**config.mk**
```make
export PLATFORM = sky130hd
export DESIGN_NAME = data_cache
export DESIGN_NICKNAME = d
export VERILOG_FILES = /design/src/rtl/data_cache_pkg.sv /design/src/rtl/data_cache_lsu_align.sv /design/src/rtl/data_cache.sv
export SDC_FILE = /design/constraint.sdc
export NUM_CORES = 2
export LEC_CHECK = 0
export BUFFER_PORTS_ARGS = -buffer_cell sky130_fd_sc_hd__clkbuf_2
export CAP_MARGIN = 20
export CORE_AREA = 3 3 489 491
export CTS_BUF_LIST = sky130_fd_sc_hd__clkbuf_4 sky130_fd_sc_hd__clkbuf_8
export DETAILED_ROUTE_END_ITERATION = 10
export DIE_AREA = 0 0 492 494
export GPL_TIMING_DRIVEN = 0
export PLACE_DENSITY_LB_ADDON = 0.25
export SYNTH_ARGS = -nofsm -noshare
export SYNTH_HDL_FRONTEND = slang
export SYNTH_SLANG_ARGS = --single-unit
```
**constraint.sdc**
```tcl
create_clock -name clk -period 12.2 [get_ports clk]
set_clock_uncertainty 0.05 [all_clocks]
set_input_delay 0 -clock clk [delete_from_list [all_inputs] [get_ports clk]]
set_output_delay 0 -clock clk [all_outputs]
set_load 0.1 [all_outputs]
```
**src/rtl/data_cache_pkg.sv**
```systemverilog
// Shared types and width helpers for the direct-mapped write-through data cache.
package data_cache_pkg;

  localparam logic [1:0] MT_BYTE = 2'b00;
  localparam logic [1:0] MT_HALF = 2'b01;
  localparam logic [1:0] MT_WORD = 2'b10;

  typedef enum logic [1:0] {IDLE, REFILL, WRITE} state_t;

  function automatic int idxBits(input int n);
    return $clog2(n);
  endfunction

  // Tag is whatever remains above byte offset, word index and set index.
  function automatic int tagBits(input int aw, input int sets, input int lineWords);
    return aw - 2 - idxBits(sets) - idxBits(lineWords);
  endfunction

endpackage

```
**src/rtl/data_cache_lsu_align.sv**
```systemverilog
// Byte-lane steering for loads/stores: load extract + extend, store replicate + strobes, misalign detect.
module lsu_align
  import data_cache_pkg::*;
#(
  parameter  int DW        = 32,
  localparam int NUM_LANES = DW / 8
) (
  input  logic [1:0]                 off,
  input  logic [1:0]                 memtype,
  input  logic                       memsign,
  input  logic [DW-1:0]              wd,
  input  logic [DW-1:0]              rword,
  output logic [DW-1:0]              rdExt,
  output logic [DW-1:0]              wdLane,
  output logic [NUM_LANES-1:0]       wstrb,
  output logic                       misalign
);

  logic [1:0]                  alignOff;
  logic [15:0]                 lowHalf;
  logic [NUM_LANES-1:0][7:0]   wdBytes;

  // Misaligned accesses fall back to the naturally aligned lane.
  always_comb begin
    case (memtype)
      MT_BYTE: alignOff = off;
      MT_HALF: alignOff = {off[1], 1'b0};
      default: alignOff = 2'b00;
    endcase
  end

  assign misalign = (memtype == MT_BYTE) ? 1'b0 :
                    (memtype == MT_HALF) ? off[0] : |off;

  assign lowHalf = 16'(rword >> {alignOff, 3'b000});

  always_comb begin
    case (memtype)
      MT_BYTE: rdExt = {{(DW-8){memsign & lowHalf[7]}}, lowHalf[7:0]};
      MT_HALF: rdExt = {{(DW-16){memsign & lowHalf[15]}}, lowHalf};
      default: rdExt = rword;
    endcase
  end

  for (genvar l = 0; l < NUM_LANES; l++) begin : gLane
    localparam logic [1:0] LANE = 2'(l);
    assign wdBytes[l] = (memtype == MT_BYTE) ? wd[7:0] :
                        (memtype == MT_HALF) ? wd[8*(l%2) +: 8] : wd[8*l +: 8];
    assign wstrb[l]   = (memtype == MT_BYTE) ? (alignOff == LANE) :
                        (memtype == MT_HALF) ? (alignOff[1] == LANE[1]) : 1'b1;
  end

  assign wdLane = wdBytes;

endmodule

```
**src/rtl/data_cache.sv**
```systemverilog
// Direct-mapped, write-through, no-write-allocate data cache fronting a word-wide req/ack bus.
module data_cache
  import data_cache_pkg::*;
#(
  parameter int DW         = 32,
  parameter int AW         = 32,
  parameter int SETS       = 16,
  parameter int LINE_WORDS = 4
) (
  input  logic            clk,
  input  logic            rst,
  input  logic            req_i,
  input  logic            we_i,
  input  logic [AW-1:0]   addr_i,
  input  logic [DW-1:0]   wd_i,
  input  logic [1:0]      memtype_i,
  input  logic            memsign_i,
  output logic [DW-1:0]   rd_o,
  output logic            stall_o,
  output logic            misalign_o,
  output logic            mem_req_o,
  output logic            mem_we_o,
  output logic [AW-1:0]   mem_addr_o,
  output logic [DW-1:0]   mem_wd_o,
  output logic [3:0]      mem_wstrb_o,
  input  logic            mem_ack_i,
  input  logic [DW-1:0]   mem_rd_i
);

  localparam int WB        = idxBits(LINE_WORDS);
  localparam int SB        = idxBits(SETS);
  localparam int TB        = tagBits(AW, SETS, LINE_WORDS);
  localparam int NUM_LANES = DW / 8;

  state_t                          state;
  logic [WB-1:0]                   cnt;
  logic [SETS-1:0]                 valid;
  logic [TB-1:0]                   tagArr  [SETS];
  logic [LINE_WORDS-1:0][DW-1:0]   dataArr [SETS];

  logic                  memReqQ, memWeQ;
  logic [AW-1:0]         memAddrQ;
  logic [DW-1:0]         memWdQ;
  logic [NUM_LANES-1:0]  memWstrbQ;

  logic [SB-1:0] reqSet, busSet;
  logic [WB-1:0] reqWord, busWord;
  logic [TB-1:0] reqTag, busTag;
  logic          hit, busHit, misal;
  logic [DW-1:0] rdExt, wdLane;
  logic [NUM_LANES-1:0] wstrbLane;

  assign reqWord = addr_i[2 +: WB];
  assign reqSet  = addr_i[2+WB +: SB];
  assign reqTag  = addr_i[AW-1 -: TB];
  assign hit     = valid[reqSet] && (tagArr[reqSet] == reqTag);

  // The latched bus address outlives req_i, so completion keys off it.
  assign busWord = memAddrQ[2 +: WB];
  assign busSet  = memAddrQ[2+WB +: SB];
  assign busTag  = memAddrQ[AW-1 -: TB];
  assign busHit  = valid[busSet] && (tagArr[busSet] == busTag);

  lsu_align #(.DW(DW)) uAlign (
    .off      (addr_i[1:0]),
    .memtype  (memtype_i),
    .memsign  (memsign_i),
    .wd       (wd_i),
    .rword    (dataArr[reqSet][reqWord]),
    .rdExt    (rdExt),
    .wdLane   (wdLane),
    .wstrb    (wstrbLane),
    .misalign (misal)
  );

  always_ff @(posedge clk) begin
    if (rst) begin
      state     <= IDLE;
      cnt       <= '0;
      valid     <= '0;
      memReqQ   <= 1'b0;
      memWeQ    <= 1'b0;
      memAddrQ  <= '0;
      memWdQ    <= '0;
      memWstrbQ <= '0;
    end else begin
      case (state)
        IDLE: begin
          if (req_i && we_i) begin
            state     <= WRITE;
            memReqQ   <= 1'b1;
            memWeQ    <= 1'b1;
            memAddrQ  <= {addr_i[AW-1:2], 2'b00};
            memWdQ    <= wdLane;
            memWstrbQ <= wstrbLane;
          end else if (req_i && !hit) begin
            state    <= REFILL;
            cnt      <= '0;
            memReqQ  <= 1'b1;
            memWeQ   <= 1'b0;
            memAddrQ <= {addr_i[AW-1:2+WB], {WB{1'b0}}, 2'b00};
          end
        end
        REFILL: begin
          if (mem_ack_i) begin
            cnt      <= cnt + 1'b1;
            memAddrQ <= memAddrQ + AW'(4);
            if (cnt == WB'(LINE_WORDS-1)) begin
              valid[busSet]  <= 1'b1;
              tagArr[busSet] <= busTag;
              memReqQ        <= 1'b0;
              state          <= IDLE;
            end
          end
        end
        default: begin
          if (mem_ack_i) begin
            memReqQ   <= 1'b0;
            memWeQ    <= 1'b0;
            memWstrbQ <= '0;
            state     <= IDLE;
          end
        end
      endcase
    end
  end

  // Line storage has no reset; validity alone decides whether it is trusted.
  always_ff @(posedge clk) begin
    if (!rst && mem_ack_i) begin
      if (state == REFILL) begin
        dataArr[busSet][cnt] <= mem_rd_i;
      end else if (state == WRITE && busHit) begin
        for (int b = 0; b < NUM_LANES; b++)
          if (memWstrbQ[b]) dataArr[busSet][busWord][8*b +: 8] <= memWdQ[8*b +: 8];
      end
    end
  end

  always_comb begin
    stall_o = 1'b0;
    if (!rst) begin
      case (state)
        IDLE:    stall_o = req_i && (we_i || !hit);
        REFILL:  stall_o = 1'b1;
        default: stall_o = !mem_ack_i;
      endcase
    end
  end

  assign rd_o        = (!rst && state == IDLE && req_i && !we_i && hit) ? rdExt : '0;
  assign misalign_o  = !rst && req_i && misal;
  assign mem_req_o   = memReqQ && !rst;
  assign mem_we_o    = memWeQ && !rst;
  assign mem_addr_o  = memAddrQ;
  assign mem_wd_o    = memWdQ;
  assign mem_wstrb_o = rst ? 4'b0000 : memWstrbQ;

endmodule

```
==> results_dict.tcl <==
set metrics [dict create \
    fin_setup_tns_ns 0 \
    hold_viol_final 0 \
    synthTopCellsByCount "edfxtp_1, mux4_2, a21oi_1" \
    cp_data_arrival_time_ns 9.29 \
    reg2reg_to "dataArr[14][15]" \
    place_congestion 0.978 \
    critPathRequiredTime_ns 12.83 \
    status "finished, final reports clean" \
    grt_pass1_wl_microns 544000 \
    hold_start "mem_rd_i[7]" \
    critPathMaxStageDelay_ns 0.88 \
    crit_path_frequent_cell "buf_2" \
    crit_fanout 10 \
    htree_num_levels 5 \
    num_rows 178 \
    antenna_found_initial 26 \
    die_area_sq_um 243000 \
    grt-ovfl-total 0 \
    die_w_microns 492 \
    clk_pin_slew_ns 0.06 \
    seq_area_frac_synth_pct 71.0 \
    totalWireLength_microns 410000 \
    synth_most_common_cell "edfxtp_1" \
    area_growth_pct 17.9 \
    rsz0062_at_grt "no" \
    wl_per_cell_microns 42.0 \
    hold_class "input port to register" \
    grt_max_degree 25 \
    ios 208 \
    cts_tree "yes" \
    min_to "dataArr[1][7]" \
    vias 64800 \
    vias_per_cell 6.64 \
    worstSkewPairLatency_ns 1.15 \
    slowest_stage "a21oi_1" \
    layout-drive-gt1-share_pct 35.8 \
    critical_path.startpoint_type "register" \
    port_buffers 199 \
    fin_crit_ns 8.65 \
    async_flop_share_pct 0 \
    powerDensity_nw_per_um2 150 \
    nNetsFinal 6383 \
    maxCapViolCount 0 \
    clock.fmax_mhz 116 \
    synth_top_area_share_pct 69.2 \
    drt_iter0_drc 10100 \
    syn-instance-count 5171 \
    numCtsBuffers 422 \
    cts_buffer_depth 4 \
    critical_path.cell_chain "buf_2 -> buf_2 -> buf_4 -> clkbuf_1 -> buf_2 -> mux2i_1 -> a21oi_1 -> xnor2_1 -> nand3_1 -> or4_4 -> or4_1 -> clkbuf_1 -> buf_2 -> buf_2 -> a21oi_1" \
    fill_cells 18600 \
    grt_pass1_vias 62400 \
    max_slew_margin_pct 9.79 \
    synth_area_sq_um 105000 \
    ys_warn_count 0 \
    avgSynthCellArea_sq_um 20.4 \
    path_class "register to register" \
    synth_ff_type "edfxtp_1" \
    worst_pin_slew_ns 1.35 \
    coreArea_sq_um 235000 \
    route.detailed.drc 0 \
    ant_nets 0 \
    die_h_microns 494 \
    cts.sinks 2524 \
    synth_area_leaders "edfxtp_1, mux4_2, dfxtp_1" \
    r2r_cells 15 \
    dp_hpwl_microns 287000 \
    min_period_over_period_pct 70.9 \
    dp_cells 8713 \
    first_pass_iters 6 \
    worst_ir_drop_vdd_mv 0.108 \
    hold_depth 3 \
    stdcell_count 9758 \
    initial_utilization_pct 44.9 \
    cellLeakagePower_nw 39.9 \
    rrSetupSlack_ns 3.55 \
    synth_cell_types 77 \
    synth_top_area_cell "edfxtp_1" \
    synth-edff-count 2432 \
    cts_root_buffer "clkbuf_8" \
    slew_viol_final 0 \
    track_usage_pct 33.5 \
    synth_seq_cells 2524 \
    setup_viol 0 \
    end_kind "register" \
]
[where the power goes]
group	total, mW	switching (mW)	internal (mW)
combinational	1.67	1.10	0.574
sequential	9.63	0.0970	9.53
clock	7.39	3.43	3.96
[through the flow]
step	instance area [sq um]	total power [mW]	hold WS [ns]	setup WS, ns	util [%]
finish	124000	18.7	0.0450	3.55	52.9
global route	124000	19.1	0.0511	3.77	52.8
CTS	124000	18.6	0.00280	3.93	52.6
detailed placement	113000	11.3	0.280	3.96	48.2
global placement	110000	11.3	0.279	2.51	47.0
floorplan	105000	10.6	0.0669	7.48	-
[cells by family after synthesis]
kind of cell | share of synthesized area (%)
buf+inv | 1.85
simple gates | 2.24
other cells | 0.00355
compound gates | 3.70
xor+xnor | 0.415
mux | 20.7
fa+ha+maj | 0.0949
flops | 71.0
[worst max path at each step]
stage / startpoint / end / slack, ns
floorplan: addr_i[4] / rd_o[3] / 7.48
global placement: addr_i[7] / rd_o[11] / 2.51
detailed placement: register / dataArr[4][85] / 3.96
CTS: register / dataArr[4][83] / 3.93
global route: register / dataArr[14][13] / 3.77
finish: register / dataArr[14][15] / 3.55
[state kept, by name, indices dropped and copies added (netlist names), 2 cells and up, named ones only]
name	flops
mem_addr_o	30
mem_wd_o	32
dataArr	2048
tagArr	384
cnt	2
state	2
memWstrbQ	4
valid	16
[layer usage]
| layer | vias up | track usage (%) | wire length (microns) |
|---|---|---|---|
| li1 | 24100 | - | - |
| met1 | 34100 | 42.7 | 142000 |
| met2 | 5257 | 49.8 | 182000 |
| met3 | 1341 | 9.60 | 50400 |
| met4 | 8 | 23.2 | 35000 |
| met5 | - | 0 | 54 |
[layout by cell type, fill, tap and decap left out, types with 16 or more instances in the layout]
cell,n
nor3_1,17
clkinv_1,97
mux2i_1,107
nand4_1,18
xnor2_1,36
diode_2,24
buf_2,98
nor2_1,63
inv_1,19
nor4_1,16
nor2b_1,47
buf_1,29
clkbuf_2,237
mux4_2,830
clkbuf_8,432
a21o_1,16
a21oi_2,128
clkbuf_1,184
mux2_1,38
mux2_4,30
buf_8,88
edfxtp_1,2432
nand3_1,36
a211oi_1,36
buf_4,102
a22oi_1,28
buf_6,49
clkinv_2,35
o21ai_0,38
a21oi_1,231
buf_16,22
mux2_2,87
dlygate4sd3_1,240
nand2_1,183
or4_1,20
nor2_4,16
clkbuf_4,153
dfxtp_1,92
[cell type report]
class | instances | area (sq um) | share of cell area, %
clock buffers | 585 | 7090 | 5.71
plain buffers | 389 | 1950 | 1.57
repair buffers | 675 | 6470 | 5.21
diodes | 24 | 60.1 | 0.0483
flip-flops and latches | 2524 | 74900 | 60.2
multi-input cells | 2238 | 28900 | 23.2
clock inverters | 152 | 951 | 0.765
inverters | 21 | 78.8 | 0.0634
well taps | 3150 | 3940 | 3.17
[repair_timing]
item	in CTS	in global routing
hold endpoints to repair	2133	0
buffers inserted	0	0
hold buffers	240	0
gates resized for setup	0	0
[worst max-delay path: cells and delay by family, from the launching register on]
kind | cells | cell delay, ns
and+or+nand+nor | 3 | 1.87
AOI/OAI and AO/OA | 2 | 0.98
muxes | 1 | 0.28
DFF | 1 | 0.63
buffers and inverters | 8 | 3.74
xor gates and xnor gates | 1 | 0.61
(Power assumes the default switching activity.)
